## config.mk

```make
export PLATFORM = sky130hd
export DESIGN_NAME = rej_sample_packer
export DESIGN_NICKNAME = d
export VERILOG_FILES = /design/src/rtl/rej_sample_packer.sv
export SDC_FILE = /design/constraint.sdc
export NUM_CORES = 1
export LEC_CHECK = 0
export BUFFER_PORTS_ARGS = -buffer_cell sky130_fd_sc_hd__clkbuf_2
export CORE_ASPECT_RATIO = 1.4
export CORE_UTILIZATION = 54
export CTS_CLUSTER_DIAMETER = 100
export DETAILED_ROUTE_END_ITERATION = 10
export PLACE_DENSITY = 0.77
export SYNTH_ARGS = -nofsm -noshare
export SYNTH_HDL_FRONTEND = slang
export SYNTH_SLANG_ARGS = --single-unit
```

## constraint.sdc

```tcl
create_clock -name clk -period 3.96 [get_ports clk]
set_input_delay 0.396 -clock clk [delete_from_list [all_inputs] [get_ports clk]]
set_output_delay 0.396 -clock clk [all_outputs]
set_load 0.01 [all_outputs]
```

## src/rtl/rej_sample_packer.sv

```systemverilog
// Rejection sampler and coefficient packer: slices a word stream LSB-first into
// COEF_W-bit candidates, keeps those below Q (or all in bypass), packs PACK per output word.
`timescale 1ns/1ps
module rej_sample_packer #(
    parameter int DIN_W  = 32,
    parameter int COEF_W = 12,
    parameter int Q      = 3329,
    parameter int PACK   = 2,
    parameter int NCOEF  = 256,
    parameter int BUF_W  = 64,
    parameter int CW     = $clog2(NCOEF + 1)
) (
    input  logic                   clk,
    input  logic                   rst,
    input  logic                   start,
    input  logic                   bypass,
    input  logic                   s_valid,
    input  logic [DIN_W-1:0]       s_data,
    output logic                   s_ready,
    output logic                   m_valid,
    output logic [PACK*COEF_W-1:0] m_data,
    output logic                   m_last,
    input  logic                   m_ready,
    output logic                   done,
    output logic [CW-1:0]          coef_cnt,
    output logic [15:0]            drop_cnt
);
    localparam int BCW = $clog2(BUF_W + 1);
    localparam int SW  = (PACK > 1) ? $clog2(PACK) : 1;
    localparam int OW  = PACK * COEF_W;

    localparam logic [1:0] ST_IDLE  = 2'd0;
    localparam logic [1:0] ST_RUN   = 2'd1;
    localparam logic [1:0] ST_DRAIN = 2'd2;
    localparam logic [1:0] ST_DONE  = 2'd3;

    function automatic logic [15:0] sat_inc16(input logic [15:0] v);
        if (v != 16'hFFFF) begin
            sat_inc16 = v + 16'd1;
        end else begin
            sat_inc16 = v;
        end
    endfunction

    logic [1:0]       state_q, state_d;
    logic [BUF_W-1:0] buf_q, buf_d;
    logic [BCW-1:0]   buf_cnt_q, buf_cnt_d;
    logic [OW-1:0]    slot_q, slot_d;
    logic [SW-1:0]    slot_cnt_q, slot_cnt_d;
    logic [OW-1:0]    m_data_q, m_data_d;
    logic             m_valid_q, m_valid_d;
    logic             m_last_q, m_last_d;
    logic             done_q, done_d;
    logic             bypass_q, bypass_d;
    logic [CW-1:0]    coef_cnt_q, coef_cnt_d;
    logic [15:0]      drop_cnt_q, drop_cnt_d;

    logic [COEF_W-1:0] cand_s;
    logic              accept_s, full_s, stall_s, extract_s, s_ready_s, s_fire_s;
    logic [BUF_W-1:0]  buf_sh_s;
    logic [BCW-1:0]    cnt_sh_s;
    logic [OW-1:0]     slot_ins_s;

    // Handshake qualifiers; a rejected candidate never completes a pack, so it never stalls
    always_comb begin
        cand_s    = buf_q[COEF_W-1:0];
        accept_s  = bypass_q || (32'(cand_s) < 32'(Q));
        full_s    = accept_s && (slot_cnt_q == SW'(PACK - 1));
        stall_s   = m_valid_q && !m_ready && full_s;
        s_ready_s = (state_q == ST_RUN) && (buf_cnt_q <= BCW'(BUF_W - DIN_W))
                    && (coef_cnt_q < CW'(NCOEF));
        s_fire_s  = s_valid && s_ready_s;
        extract_s = (state_q == ST_RUN) && (buf_cnt_q >= BCW'(COEF_W))
                    && (coef_cnt_q < CW'(NCOEF)) && !stall_s;
        slot_ins_s = slot_q;
        for (int i = 0; i < PACK; i++) begin
            if (slot_cnt_q == SW'(i)) begin
                slot_ins_s[i*COEF_W +: COEF_W] = cand_s;
            end else begin
                slot_ins_s[i*COEF_W +: COEF_W] = slot_q[i*COEF_W +: COEF_W];
            end
        end
    end

    // Next-state logic for the buffer, pack slots, output register and counters
    always_comb begin
        state_d    = state_q;
        buf_d      = buf_q;
        buf_cnt_d  = buf_cnt_q;
        slot_d     = slot_q;
        slot_cnt_d = slot_cnt_q;
        m_data_d   = m_data_q;
        m_valid_d  = m_valid_q;
        m_last_d   = m_last_q;
        done_d     = done_q;
        bypass_d   = bypass_q;
        coef_cnt_d = coef_cnt_q;
        drop_cnt_d = drop_cnt_q;
        buf_sh_s   = buf_q;
        cnt_sh_s   = buf_cnt_q;
        if (start) begin
            state_d    = ST_RUN;
            buf_d      = '0;
            buf_cnt_d  = '0;
            slot_d     = '0;
            slot_cnt_d = '0;
            m_valid_d  = 1'b0;
            m_last_d   = 1'b0;
            done_d     = 1'b0;
            bypass_d   = bypass;
            coef_cnt_d = '0;
            drop_cnt_d = 16'd0;
        end else begin
            case (state_q)
                ST_RUN: begin
                    if (m_valid_q && m_ready) begin
                        m_valid_d = 1'b0;
                        m_last_d  = 1'b0;
                    end else begin
                        m_valid_d = m_valid_q;
                    end
                    if (extract_s) begin
                        buf_sh_s = buf_q >> COEF_W;
                        cnt_sh_s = buf_cnt_q - BCW'(COEF_W);
                        if (accept_s) begin
                            coef_cnt_d = coef_cnt_q + CW'(1);
                            if (full_s) begin
                                m_data_d   = slot_ins_s;
                                m_valid_d  = 1'b1;
                                m_last_d   = (coef_cnt_q == CW'(NCOEF - 1));
                                slot_d     = '0;
                                slot_cnt_d = '0;
                            end else begin
                                slot_d     = slot_ins_s;
                                slot_cnt_d = slot_cnt_q + SW'(1);
                            end
                        end else begin
                            drop_cnt_d = sat_inc16(drop_cnt_q);
                        end
                    end else begin
                        buf_sh_s = buf_q;
                    end
                    // New word lands directly above whatever survives this cycle's extraction
                    if (s_fire_s) begin
                        buf_d     = buf_sh_s | (BUF_W'(s_data) << cnt_sh_s);
                        buf_cnt_d = cnt_sh_s + BCW'(DIN_W);
                    end else begin
                        buf_d     = buf_sh_s;
                        buf_cnt_d = cnt_sh_s;
                    end
                    if (coef_cnt_d == CW'(NCOEF)) begin
                        state_d   = ST_DRAIN;
                        buf_d     = '0;
                        buf_cnt_d = '0;
                    end else begin
                        state_d = ST_RUN;
                    end
                end
                ST_DRAIN: begin
                    if (m_valid_q && m_ready) begin
                        m_valid_d = 1'b0;
                        m_last_d  = 1'b0;
                        done_d    = 1'b1;
                        state_d   = ST_DONE;
                    end else begin
                        state_d = ST_DRAIN;
                    end
                end
                ST_DONE: begin
                    m_valid_d = 1'b0;
                    done_d    = 1'b1;
                end
                ST_IDLE: begin
                    state_d = ST_IDLE;
                end
                default: begin
                    state_d = ST_IDLE;
                end
            endcase
        end
    end

    // State registers with asynchronous active-low reset
    always_ff @(posedge clk or negedge rst) begin
        if (!rst) begin
            state_q    <= ST_IDLE;
            buf_q      <= '0;
            buf_cnt_q  <= '0;
            slot_q     <= '0;
            slot_cnt_q <= '0;
            m_data_q   <= '0;
            m_valid_q  <= 1'b0;
            m_last_q   <= 1'b0;
            done_q     <= 1'b0;
            bypass_q   <= 1'b0;
            coef_cnt_q <= '0;
            drop_cnt_q <= 16'd0;
        end else begin
            state_q    <= state_d;
            buf_q      <= buf_d;
            buf_cnt_q  <= buf_cnt_d;
            slot_q     <= slot_d;
            slot_cnt_q <= slot_cnt_d;
            m_data_q   <= m_data_d;
            m_valid_q  <= m_valid_d;
            m_last_q   <= m_last_d;
            done_q     <= done_d;
            bypass_q   <= bypass_d;
            coef_cnt_q <= coef_cnt_d;
            drop_cnt_q <= drop_cnt_d;
        end
    end

    assign s_ready  = s_ready_s;
    assign m_valid  = m_valid_q;
    assign m_data   = m_data_q;
    assign m_last   = m_last_q;
    assign done     = done_q;
    assign coef_cnt = coef_cnt_q;
    assign drop_cnt = drop_cnt_q;
endmodule

```

==> summary.md <==
| Metric | Value |
|---|---|
| Synthesized instance count | 899 |
| Fmax achieved | 278 MHz |
| Post-route core utilization | 64.0% |
| Comb pwr share | about three fifths |
| Layout Nets | just over 1k |
| CP required | 4300 ps |
| DRC Markers | 0 |
| Antenna Cells | 0 |
| Clk_lat worst skew | 420 ps |
| Synth Register Bits | 137 |
| Worst Hold Class | in2reg |
| Number of flops mapped to enable cells by yosys | 0 |
| Drt total wl | 26400 um |
| Postcts setup bufs | 0 |
| Setup violations, final | 0 |
| Unrepaired setup endpoints after global routing | false |
| Initial drt markers | 730 |
| Core area | 15500 um2 |
| VDD IR max | 0.482 mV |
| Drt first pass iters | 8 |
| Clock buffer depth | 2 |
| Netlist Area Pre-Place | 8560 um2 |
| Top Ports | 91 |
| P_int | between 4 and 5 mW |
| IO buf count | 90 |
| Routed Antenna Nets | 0 |
| CP max-delay cell | o31ai_1 |
| Largest net degree at the start of global routing | 55 |
| Startpoint Class | register |
| Die W | 108 um |
| Synth warnings | 0 |
| WL/cell | 22.2 um |
| Die area | 16400 um2 |
| H-tree Lvls | 4 |
| Initial Utilization | a little under three fifths |
| Vias/cell | 6.65 |
| GRT overflow | 0 |
| Post-synthesis sequential area ratio | approximately 40% |
| Lkg Pwr | 4.41 nW |
| Crit. End Element | register |
| Reg clk slew, reported paths | 60 ps |
| Syn_nets | around 940 |
| Root buf cell | clkbuf_16 |
| Vias | 7902 |
| CP Max Fanout | 10 |
| Row cnt | 54 |
| Distinct cells, synth | 65 |
| Most common cell after layout, fill and taps aside | dfrtp_1 |
| Share of layout cells above drive strength 1 | 22.9% |
| Global Route Usage Sum | approximately 34% |
| Tcrit/Tclk final | 90.8% |
| CTS Buf Count | 17 |
| FILL cells | 1297 |
| Seq pwr share | ~23% |
| CP Cell Sequence | ha_1, nor3_1, a21o_1, a21oi_4, o31ai_1, a211oi_1, mux2i_1, a32oi_1, o21ai_0 |
| GPL Wtd Cong | 0.993 |
| Relative slew slack | 11.7% |
| Vias in the first global route | 7853 |
| Status | complete, no violations |
| Ys flop type | dfrtp_1 |
| Register area | 3430 um2 |
| Initial antenna violation count | 0 |
| First-pass GRT wire length | around 42000 um |
| Power Density | 900 nW/um2 |
| Fin crit period | 3600 ps |
| Max-cap viol count | 0 |
| Clock power frac | 18.7% |
| Sw Share | 46.7% |
| Psw | 4.18 mW |
| DP HPWL | around 18000 um |
| CP peak stage delay | 1060 ps |
| Syn_area_per_cell | 9.52 um2 |
| Area Overhead vs Synth | 16.2% |
| CTS tree | built |
| Max Slew Vio Count | 0 |
| Worst-Margin Slew | 1310 ps |
| Critical path class | reg2reg |
| Multi-input logic area | roughly 4800 um2 |
| Clock Sinks | 137 |
| Async S/R FF share, synth | 100% |
| Critical path arrival | 3940 ps |
| Fin. Hold Viols | 0 |
| Fin Clk Skew | 10.5 ps |
| Die Span Y | about 150 um |
| Most frequent cells in the layout | dfrtp_1, nand2_1, clkbuf_2 |
| Total negative slack | 0 ps |
## final timing paths
| path | start | to | slack, ps | depth (start not counted) |
|---|---|---|---|---|
| worst max-delay path | buf_cnt_q[2] | buf_q[56] | 360 | 9 |
| worst min-delay path | bypass | bypass_q | 240 | 2 |
| worst max register to register | buf_cnt_q[2] | buf_q[56] | 360 | 9 |
| worst min register to register | buf_q[22] | buf_q[22] | 480 | 2 |
| max in group asynchronous | rst | buf_cnt_q[5] | 2420 | 3 |
| min in group asynchronous | rst | m_data[8] | 510 | 2 |
## power by group through the flow
stage / Sequential [mW] / Clock (mW) / Combinational [mW]
2_1_floorplan: 1.97 / 0 / 3.55
3_3_place_gp: 2.03 / 0 / 5.03
3_5_place_dp: 2.04 / 0 / 5.08
4_1_cts: 2.02 / 1.68 / 5.11
5_1_grt: 2.06 / 1.73 / 5.56
6_report: 2.02 / 1.67 / 5.25
## worst max-delay path: cells and delay by family (launching register included)
kind	cells	cell delay, ps
fa+ha+maj	1	250
compound gates	6	2210
simple gates	1	350
flops	1	410
mux	1	310
## cell usage after synthesis, drive strengths merged, types with 3 or more instances
| library cell | count | area share [%] |
|---|---|---|
| nand3 | 20 | 1.2 |
| nand3b | 13 | 1.1 |
| o2111ai | 3 | 0.31 |
| mux2i | 48 | 5.6 |
| nand4 | 18 | 1.3 |
| a21o | 9 | 0.79 |
| xnor2 | 13 | 1.4 |
| a22o | 17 | 1.7 |
| nand4b | 3 | 0.31 |
| nand2 | 106 | 4.6 |
| o21a | 7 | 0.61 |
| o211ai | 22 | 1.9 |
| dfrtp | 137 | 40 |
| and3 | 7 | 0.51 |
| o21ai | 60 | 3.5 |
| ha | 6 | 0.88 |
| and4 | 5 | 0.51 |
| a211oi | 17 | 1.5 |
| a32oi | 4 | 0.41 |
| a222oi | 8 | 0.94 |
| nor2 | 55 | 2.4 |
| clkbuf | 43 | 1.9 |
| mux2 | 51 | 6.7 |
| buf | 24 | 1.4 |
| nor3 | 20 | 1.3 |
| nor2b | 12 | 0.88 |
| a22oi | 20 | 1.8 |
| a32o | 20 | 2.3 |
| a2bb2oi | 10 | 1.0 |
| nor4 | 4 | 0.47 |
| inv | 11 | 0.48 |
| xor2 | 18 | 1.8 |
| and2 | 9 | 0.66 |
| mux4 | 6 | 1.6 |
| o31ai | 4 | 0.51 |
| nand2b | 4 | 0.29 |
| or3 | 9 | 0.66 |
| a21oi | 30 | 1.8 |
## sequential cells by signal (all words and copies together), names as in the netlist
register / count
buf_cnt_q: 5
buf_q: 64
bypass_q: 1
coef_cnt: 9
done: 1
drop_cnt: 16
m_data: 24
m_last: 1
m_valid: 1
slot_cnt_q: 1
slot_q: 12
state_q: 2
## layer usage
| layer | global-route usage [%] | wire length, um | vias to the layer above | share of wire [%] |
|---|---|---|---|---|
| met1 | 39.8 | 9790 | 3812 | 37 |
| met4 | 19.0 | 1420 | 0 | 5.4 |
| met2 | 57.4 | 13000 | 426 | 49 |
| met3 | 6.45 | 2150 | 115 | 8.2 |
| met5 | 0 | 0 | - | 0 |
| li1 | - | - | 3549 | - |
## per-stage QoR
stage | instances | worst slack (ps) | power [mW] | area, um2 | hold slack, ps
final | 1188 | 365 | 8.94 | 9940 | 239
after global routing | 1188 | 214 | 9.36 | 9940 | 239
after CTS | 1188 | 396 | 8.81 | 9940 | 229
after detailed placement | 1155 | 438 | 7.12 | 9320 | 386
after global placement | 1155 | 526 | 7.05 | 9320 | 390
after floorplan | 899 | 236 | 5.52 | 8560 | 100
## what timing repair did
item | in CTS | in global routing
hold buffers | 1 | 0
resized for setup | 0 | 0
endpoints found under the hold margin | 52 | 0
## cell type report
| type | instances | share of cell area (%) |
|---|---|---|
| Timing Repair Buffer | 128 | 7.74 |
| Clock inverter | 14 | 1.86 |
| Tap cell | 196 | 2.47 |
| Sequential cell | 137 | 34.5 |
| Inverter | 11 | 0.415 |
| Clock buffer | 18 | 4.32 |
| Multi-Input combinational cell | 684 | 48.7 |
## cells by family (layout without fill, tap and decap cells)
group	count (synthesis)	count (layout)	share of synthesized area (%)
adder cells (fa/ha/maj)	6	6	0.877
AO/OA/AOI/OAI	250	250	21.2
multiplexers	105	105	13.9
XOR/XNOR	31	31	3.26
AND/OR/NAND/NOR	292	292	16.9
buffers and inverters	78	171	3.77
flip-flops	137	137	40.1
No activity file was read; power rests on OpenSTA's default activity.
